$ cat src/rtl/ahb_apb3_bridge_mux.sv
// ----------------------------------------------------------------------------
// ahb_apb3_bridge_mux
//
// AHB-Lite slave to APB3 master bridge that fans out to up to 16 APB slots.
// One AHB transfer is converted into one APB transfer on the slot chosen by
// HADDR[SLOT_LSB+3:SLOT_LSB]. If that index has no slot behind it, the bridge
// answers with a two-cycle AHB ERROR response. An optional wait-state timeout
// aborts an APB access whose slave never raises PREADY.
//
// Parameters:
//   ADDR_W    address width (12..32)
//   DATA_W    data width (32 or 64)
//   NUM_SLOTS number of APB slots (1..16)
//   SLOT_LSB  lowest HADDR bit of the 4-bit slot index
//   TIMEOUT   max ACCESS cycles before abort, 0 disables the timeout
//
// Ports:
//   HCLK, HRESET       clock (rising edge), synchronous active-high reset
//   HSEL, HREADY,      AHB-Lite address-phase controls
//   HWRITE, HTRANS,
//   HADDR
//   HWDATA             AHB write data, sampled in the data phase
//   HRDATA             registered read data
//   HREADYOUT, HRESP   transfer done / response (00 OKAY, 01 ERROR)
//   PADDR, PWRITE,     registered APB address, direction and write data
//   PWDATA
//   PSEL, PENABLE      one-hot APB select and enable
//   PRDATA, PREADY,    per-slot APB returns; slot k read data occupies
//   PSLVERR            PRDATA[k*DATA_W +: DATA_W]
// ----------------------------------------------------------------------------
module ahb_apb3_bridge_mux #(
    parameter int ADDR_W    = 32,
    parameter int DATA_W    = 32,
    parameter int NUM_SLOTS = 4,
    parameter int SLOT_LSB  = 12,
    parameter int TIMEOUT   = 256
) (
    input  logic                        HCLK,
    input  logic                        HRESET,
    input  logic                        HSEL,
    input  logic                        HREADY,
    input  logic                        HWRITE,
    input  logic [1:0]                  HTRANS,
    input  logic [ADDR_W-1:0]           HADDR,
    input  logic [DATA_W-1:0]           HWDATA,
    output logic [DATA_W-1:0]           HRDATA,
    output logic                        HREADYOUT,
    output logic [1:0]                  HRESP,
    output logic [ADDR_W-1:0]           PADDR,
    output logic [NUM_SLOTS-1:0]        PSEL,
    output logic                        PENABLE,
    output logic                        PWRITE,
    output logic [DATA_W-1:0]           PWDATA,
    input  logic [NUM_SLOTS*DATA_W-1:0] PRDATA,
    input  logic [NUM_SLOTS-1:0]        PREADY,
    input  logic [NUM_SLOTS-1:0]        PSLVERR
);

    // With TIMEOUT = 0 the counter is still kept (1 bit wide) so the logic
    // below stays uniform; it simply never triggers an abort.
    localparam int              CNT_W      = (TIMEOUT > 0) ? $clog2(TIMEOUT + 1) : 1;
    localparam bit              TIMEOUT_EN = (TIMEOUT > 0);
    localparam logic [CNT_W-1:0] CNT_LAST  = TIMEOUT_EN ? CNT_W'(TIMEOUT - 1) : '0;
    localparam logic [4:0]      SLOT_COUNT = 5'(NUM_SLOTS);

    typedef enum logic [2:0] {
        ST_IDLE,
        ST_WDATA,
        ST_SETUP,
        ST_ACCESS,
        ST_ERR1,
        ST_ERR2
    } state_t;

    state_t                 state_q,     state_d;
    logic [3:0]             slot_q,      slot_d;
    logic [CNT_W-1:0]       cnt_q,       cnt_d;
    logic [DATA_W-1:0]      hrdata_q,    hrdata_d;
    logic                   hreadyout_q, hreadyout_d;
    logic [1:0]             hresp_q,     hresp_d;
    logic [ADDR_W-1:0]      paddr_q,     paddr_d;
    logic [NUM_SLOTS-1:0]   psel_q,      psel_d;
    logic                   penable_q,   penable_d;
    logic                   pwrite_q,    pwrite_d;
    logic [DATA_W-1:0]      pwdata_q,    pwdata_d;

    logic                   accept;
    logic [3:0]             slot_in;
    logic                   slot_unmapped;
    logic                   sel_ready;
    logic                   sel_err;
    logic [DATA_W-1:0]      sel_rdata;

    // HTRANS[0] only separates SEQ from NONSEQ, which the bridge treats alike.
    logic                   unused_htrans;
    assign unused_htrans = HTRANS[0];

    // A transfer is only taken while the bridge itself reports ready, which
    // happens in IDLE and ERR2 only.
    assign accept        = HSEL & HREADY & HTRANS[1] & hreadyout_q;
    assign slot_in       = HADDR[SLOT_LSB+3:SLOT_LSB];
    assign slot_unmapped = ({1'b0, slot_in} >= SLOT_COUNT);

    // Return-path mux, steered by the registered slot index. An index with
    // no slot behind it never reaches ACCESS, so the zero default is unused
    // in practice.
    always_comb begin
        sel_ready = 1'b0;
        sel_err   = 1'b0;
        sel_rdata = '0;
        for (int k = 0; k < NUM_SLOTS; k++) begin
            if (slot_q == 4'(k)) begin
                sel_ready = PREADY[k];
                sel_err   = PSLVERR[k];
                sel_rdata = PRDATA[k*DATA_W +: DATA_W];
            end
        end
    end

    // Next-state and next-output computation. All bus outputs are derived
    // from the state being entered so they appear registered in that state.
    always_comb begin
        state_d  = state_q;
        slot_d   = slot_q;
        cnt_d    = cnt_q;
        hrdata_d = hrdata_q;
        paddr_d  = paddr_q;
        pwrite_d = pwrite_q;
        pwdata_d = pwdata_q;

        case (state_q)
            ST_IDLE, ST_ERR2: begin
                state_d = ST_IDLE;
                if (accept) begin
                    paddr_d  = HADDR;
                    pwrite_d = HWRITE;
                    slot_d   = slot_in;
                    if (slot_unmapped) begin
                        state_d = ST_ERR1;
                    end else if (HWRITE) begin
                        state_d = ST_WDATA;
                    end else begin
                        state_d = ST_SETUP;
                    end
                end
            end

            ST_WDATA: begin
                pwdata_d = HWDATA;
                state_d  = ST_SETUP;
            end

            ST_SETUP: begin
                state_d = ST_ACCESS;
            end

            ST_ACCESS: begin
                if (sel_ready) begin
                    if (sel_err) begin
                        state_d = ST_ERR1;
                    end else begin
                        state_d = ST_IDLE;
                        if (!pwrite_q) begin
                            hrdata_d = sel_rdata;
                        end
                    end
                end else begin
                    // Saturating wait counter; the abort fires on the
                    // TIMEOUT-th ACCESS cycle that still sees PREADY low.
                    if (cnt_q != '1) begin
                        cnt_d = cnt_q + CNT_W'(1);
                    end
                    if (TIMEOUT_EN && (cnt_q == CNT_LAST)) begin
                        state_d = ST_ERR1;
                    end
                end
            end

            ST_ERR1: begin
                state_d = ST_ERR2;
            end

            default: begin
                state_d = ST_IDLE;
            end
        endcase

        if (state_d == ST_SETUP) begin
            cnt_d = '0;
        end

        hreadyout_d = (state_d == ST_IDLE) || (state_d == ST_ERR2);
        hresp_d     = ((state_d == ST_ERR1) || (state_d == ST_ERR2)) ? 2'b01 : 2'b00;
        penable_d   = (state_d == ST_ACCESS);

        psel_d = '0;
        if ((state_d == ST_SETUP) || (state_d == ST_ACCESS)) begin
            for (int k = 0; k < NUM_SLOTS; k++) begin
                psel_d[k] = (slot_d == 4'(k));
            end
        end
    end

    // Single register stage for the state machine and every bus output.
    always_ff @(posedge HCLK) begin
        if (HRESET) begin
            state_q     <= ST_IDLE;
            slot_q      <= '0;
            cnt_q       <= '0;
            hrdata_q    <= '0;
            hreadyout_q <= 1'b1;
            hresp_q     <= 2'b00;
            paddr_q     <= '0;
            psel_q      <= '0;
            penable_q   <= 1'b0;
            pwrite_q    <= 1'b0;
            pwdata_q    <= '0;
        end else begin
            state_q     <= state_d;
            slot_q      <= slot_d;
            cnt_q       <= cnt_d;
            hrdata_q    <= hrdata_d;
            hreadyout_q <= hreadyout_d;
            hresp_q     <= hresp_d;
            paddr_q     <= paddr_d;
            psel_q      <= psel_d;
            penable_q   <= penable_d;
            pwrite_q    <= pwrite_d;
            pwdata_q    <= pwdata_d;
        end
    end

    assign HRDATA    = hrdata_q;
    assign HREADYOUT = hreadyout_q;
    assign HRESP     = hresp_q;
    assign PADDR     = paddr_q;
    assign PSEL      = psel_q;
    assign PENABLE   = penable_q;
    assign PWRITE    = pwrite_q;
    assign PWDATA    = pwdata_q;

endmodule

$ cat config.mk
export PLATFORM = sky130hd
export DESIGN_NAME = ahb_apb3_bridge_mux
export DESIGN_NICKNAME = d
export VERILOG_FILES = /design/src/rtl/ahb_apb3_bridge_mux.sv
export SDC_FILE = /design/constraint.sdc
export NUM_CORES = 1
export LEC_CHECK = 0
export BUFFER_PORTS_ARGS = -buffer_cell sky130_fd_sc_hd__buf_2
export CAP_MARGIN = 20
export CORE_ASPECT_RATIO = 2
export CORE_MARGIN = 4
export CORE_UTILIZATION = 30
export CTS_CLUSTER_SIZE = 10
export DETAILED_ROUTE_END_ITERATION = 8
export PLACE_DENSITY = 0.56
export RECOVER_POWER = 50
export SYNTH_ARGS = -nofsm -noshare
export SYNTH_HDL_FRONTEND = slang
export SYNTH_SLANG_ARGS = --single-unit
$ cat constraint.sdc
create_clock -name HCLK -period 2.6 [get_ports HCLK]
set_input_delay 0.39 -clock HCLK [delete_from_list [all_inputs] [get_ports HCLK]]
set_output_delay 0.39 -clock HCLK [all_outputs]
set_load 0.03 [all_outputs]
# --- Word-level counts from Yosys, hierarchy flattened ---
# Cells that the tools add are included.
word_totals:
  reg_bits: 121
  in_bits: 207
  elab_cells: 72
classes:
  n_addsub: 1
  magnitude_cmp: 1
  n_eq_ne: 17
  n_mux: 22
  bitwise_logic: 7
  reduce_logical: 13
op_table:
  columns: ["operator", "n"]
  rows:
  - ["32-bit 2-to-1 mux", 4]
  - ["4-bit by 2-bit == test with 1-bit output, second input constant", 4]
  - ["3-bit 2-to-1 mux", 5]
  - ["3-bit case mux with 5 select lines", 1]
  - ["3-bit by 2-bit == test with 1-bit output, second input constant", 4]
  - ["3-bit == test, second input constant", 4]
  - ["9-bit by 1-bit adder with 9-bit output, second input constant", 1]
  - ["9-bit by 8-bit == test with 1-bit output, second input constant", 1]
  - ["1-bit 2-to-1 mux", 9]
  - ["9-bit != test, second input constant", 1]
  - ["4-bit by 1-bit == test with 1-bit output, second input constant", 2]
  - ["4-bit logical NOT", 2]
  - ["4-bit 2-to-1 mux", 2]
  - ["3-bit logical NOT", 2]
  - ["2-bit OR reduction", 3]
  - ["4-bit by 3-bit >= comparator with 1-bit output, second input constant", 1]
  - ["1-bit NOT", 4]
  - ["4-bit AND reduction", 1]
  - ["1-bit bitwise AND", 3]
  - ["3-bit by 1-bit == test with 1-bit output, second input constant", 1]
  - ["1-bit logical OR", 3]
  - ["3-bit AND reduction", 1]
  - ["2-bit 2-to-1 mux", 1]
  - ["2-bit AND reduction", 1]

# --- Longest topological paths before layout ---
depth:
  word_depth: 12
  mapped_depth: 8
  mapped_depth_nobuf: 8

# --- Worst setup path after synthesis ---
# OpenSTA, ideal clock, no wires.
synth_path:
  path_type: "reg-to-reg"
  start: "register cnt_q[0]"
  end: "register cnt_q[5]"
  setup_time_ns: 0.121
  arrival_time_ns: 2.155
  t_required_ns: 2.479
  slack_ns: 0.325
  stages_incl_launch_ff: 9
  period_less_slack_ns: 2.275
  cell_sequence: "dfxtp_1 -> ha_1 -> and2_1 -> and3_1 -> ha_1 -> or2_2 -> a211o_1 -> nor3_1 -> mux2_2"
synth_via:
  elab_chain_len: 6
  elab_cells_between_ends: 9
synth_lines:
  columns: ["element", "line", "rtl"]
  rows:
  - ["start: declaration", "77", "logic [CNT_W-1:0] cnt_q, cnt_d;"]
  - ["start signal: assignment", "221", "cnt_q <= cnt_d;"]
  - ["9-bit by 8-bit == test with 1-bit output", "173", "if (TIMEOUT_EN && (cnt_q == CNT_LAST)) begin"]
  - ["3-bit 2-to-1 mux", "173", null]
  - ["3-bit 2-to-1 mux", "158", "if (sel_ready) begin"]
  - ["3-bit case mux with 5 select lines", "131", "case (state_q)"]
  - ["3-bit by 2-bit == test with 1-bit output", "188", "if (state_d == ST_SETUP) begin"]
  - ["2-bit OR reduction (no source line)", null, null]
# Several ways; a longest one is shown, not always the timed one.
# A chain may end at the register's enable or synchronous reset.

# --- Final worst setup path ---
# Same ends and word-level chain as after synthesis.

==> impl_metrics.tcl <==
set metrics [dict create \
    outcome "complete, no violations" \
    dr.pass1.iters 4 \
    die_area_um2 20500 \
    ys_types 46 \
    cts_setup_buffers 0 \
    clock_sinks 120 \
    fin_crit_ps 2430 \
    routed_wl_mm 18.7 \
    htreeDepth 4 \
    yosysSeqAreaShare_pct 44.1 \
    grt_setup_unrepaired "no" \
    hold_path_class "in -> reg" \
    globalplace.congestion 0.794 \
    clk_pin_slew_ps 60 \
    drive_gt1_share_pct 32.3 \
    p_int_mw 4.09 \
    vias 5314 \
    synth_area_leaders "dfxtp_1, nand2_1, mux4_2" \
    finalCritPeriodShare_pct 93.3 \
    worstSetupStartpointType "flip-flop" \
    tightest_slew_ps 651 \
    max_cap_viol_count 0 \
    leakage_nw 3.24 \
    hp-start "HWDATA[16]" \
    r2r_cells 8 \
    crit_top_cell "ha_1" \
    reg2reg_slack_ps 170 \
    tritoncts "done" \
    path_buf_inv 0 \
    cts_root_buffer "clkbuf_16" \
    yosysTopAreaCellShare_pct 44.1 \
    wire_per_inst_um 16.6 \
    overflow 0 \
    power.switching_mw 1.68 \
    port_buffers 309 \
    switching_share_pct 29.0 \
    nets 1110 \
    ctsHoldBuffers 0 \
    track_usage_pct 17.6 \
    final-hold-violation-count 0 \
    cts_buffers 17 \
    hpwl_mm 14.5 \
    finalMaxSlewViolations 0 \
    core_area_um2 17800 \
    rows 69 \
    synth-main-ff-cell "dfxtp_1" \
    grt_pass1_vias 5362 \
    fmax_mhz 412 \
    syn_nets 813 \
    p_comb_share_pct 20.5 \
    seq_area_um2 2400 \
    ys_ff_latch 120 \
    yosys_warnings 0 \
    ant_nets 0 \
    finalSetupViolCount 0 \
    crit_chain "ha_1 > and2_1 > and3_1 > ha_1 > or2_2 > a211o_1 > nor3_1 > mux2_2" \
    whs_ps 217 \
    die_y_um 199 \
    setup-tns-final_ps 0 \
    area_growth_syn_to_layout_pct 42.1 \
    cp.arrival_ps 2720 \
    cp_slowest_cell "mux2_2" \
    end_kind "flip-flop" \
    hold_path_end "PWDATA[16]" \
    viasPerCell 4.72 \
    p_per_area_nw_per_um2 746 \
    antenna_found_initial 1 \
    netlist_area_um2 5450 \
    crit_fanout 5 \
    maxSlewHeadroom_pct 56.6 \
    vdd_drop_max_v 0.000442 \
    r2r_start "cnt_q[0]" \
    path_class "reg -> reg" \
    reg2reg_to "cnt_q[5]" \
    fp.dieW_um 103 \
    p_clk_share_pct 43.9 \
    cts-resized-gates 0 \
    cp.depth 8 \
    crit_required_ps 2900 \
    clock_latency_ps 410 \
    multi_input_area_um2 2830 \
    start_util_pct 30.6 \
    cp_top_family "simple AND/OR/NAND/NOR gates" \
    grt_pass1_wl_mm 27.5 \
    async_flop_share_pct 0 \
    drc 0 \
    ios 312 \
    drt_iter0_drc 157 \
    cts_buffer_depth 2 \
    cpPeakStageDelay_ps 350 \
    seqPwrFrac_pct 35.6 \
    worstHoldPathCells 3 \
    syn_area_per_cell_um2 9.03 \
    fill_cells 1901 \
    fin_total_pwr_mw 5.77 \
    synth_cells 603 \
    grt_max_degree 46 \
    synth_top_area_cell "dfxtp_1" \
    skew_ps 5.43 \
    synth-edff-count 0 \
]
-- metrics by stage --
step	setup slack, ps	cell area (µm²)	util [%]	cells
6_report	174	7740	43.5	1127
5_1_grt	65.1	7730	43.5	1126
4_1_cts	171	7850	44.1	1125
3_5_place_dp	175	7210	40.5	1093
2_1_floorplan	325	5450	-	603
3_3_place_gp	214	7210	40.5	1093
-- per-layer routing --
metal / global-route usage, % / up-vias / wire length, µm
met1: 18.0 / 2403 / 6590
met3: 4.21 / 22 / 1460
met4: 6.34 / 2 / 359
met5: 0 / - / 7
met2: 33.4 / 212 / 10300
li1: - / 2675 / -
-- sequential cells by signal, indices dropped and copies added (netlist names) --
register	flops
HRDATA	32
HREADYOUT	1
HRESP	1
PADDR	32
PENABLE	1
PSEL	4
PWDATA	32
PWRITE	1
cnt_q	9
slot_q	4
state_q	3
-- area by class of cell --
class                      instances  share of cell area, %
clock inverter                    10                   2.15
timing repair buffer             325                   20.2
clock buffer                      22                   6.13
sequential                       120                   31.1
multi-input combinational        429                   36.6
inverter                           7                  0.340
antenna                            1                 0.0323
tap                              213                   3.44
-- tightest hold or removal path, cell delays in order --
cell and delay (ps):
buf_2 90, nand2_1 40, a21oi_1 50
-- power by group through the flow --
stage                     clock [mW]  combinational [mW]  sequential (mW)
after floorplan                    0               0.561             2.29
after global placement             0                1.20             2.09
after detailed placement           0                1.21             2.09
after CTS                       2.62                1.22             2.05
after global routing            2.71                1.30             2.07
final                           2.54                1.18             2.05
-- layout by cell type (no fill, tap or decap), types with 5 or more instances in the layout --
cell type,n
nand4_1,5
mux2i_1,33
clkbuf_16,17
mux4_2,33
dfxtp_1,118
a21oi_1,75
nand2_1,204
buf_4,12
clkbuf_1,107
inv_1,7
buf_2,205
nor2_1,17
-- synthesized netlist by cell type, drive strengths merged (5+ instances only) --
master and number:
mux4 33, nand4 5, buf 13, mux2i 33, clkbuf 34, nand2 204, dfxtp 120, a21oi 75
nor2 17, inv 7
-- kinds of logic (layout without fill, tap and decap cells) --
group / Yosys count / after routing / synth area share, %
DFF: 120 / 120 / 44.1
buffers and inverters: 54 / 364 / 4.16
and+or+nand+nor: 257 / 257 / 19.6
muxes: 67 / 67 / 19.9
AOI/OAI and AO/OA: 96 / 96 / 10.6
other: 1 / 2 / 0.0689
adders and majority gates: 3 / 3 / 0.689
xor gates and xnor gates: 5 / 5 / 0.804
-- worst max-delay path by stage --
stage,start,endpoint,slack [ps]
global route,cnt_q[0],cnt_q[5],70
CTS,cnt_q[0],cnt_q[5],170
floorplan,cnt_q[0],cnt_q[5],320
detailed placement,cnt_q[0],cnt_q[5],170
finish,cnt_q[0],cnt_q[5],170
global placement,cnt_q[0],cnt_q[5],210
Note: power is estimated with default switching activity, not from simulation.
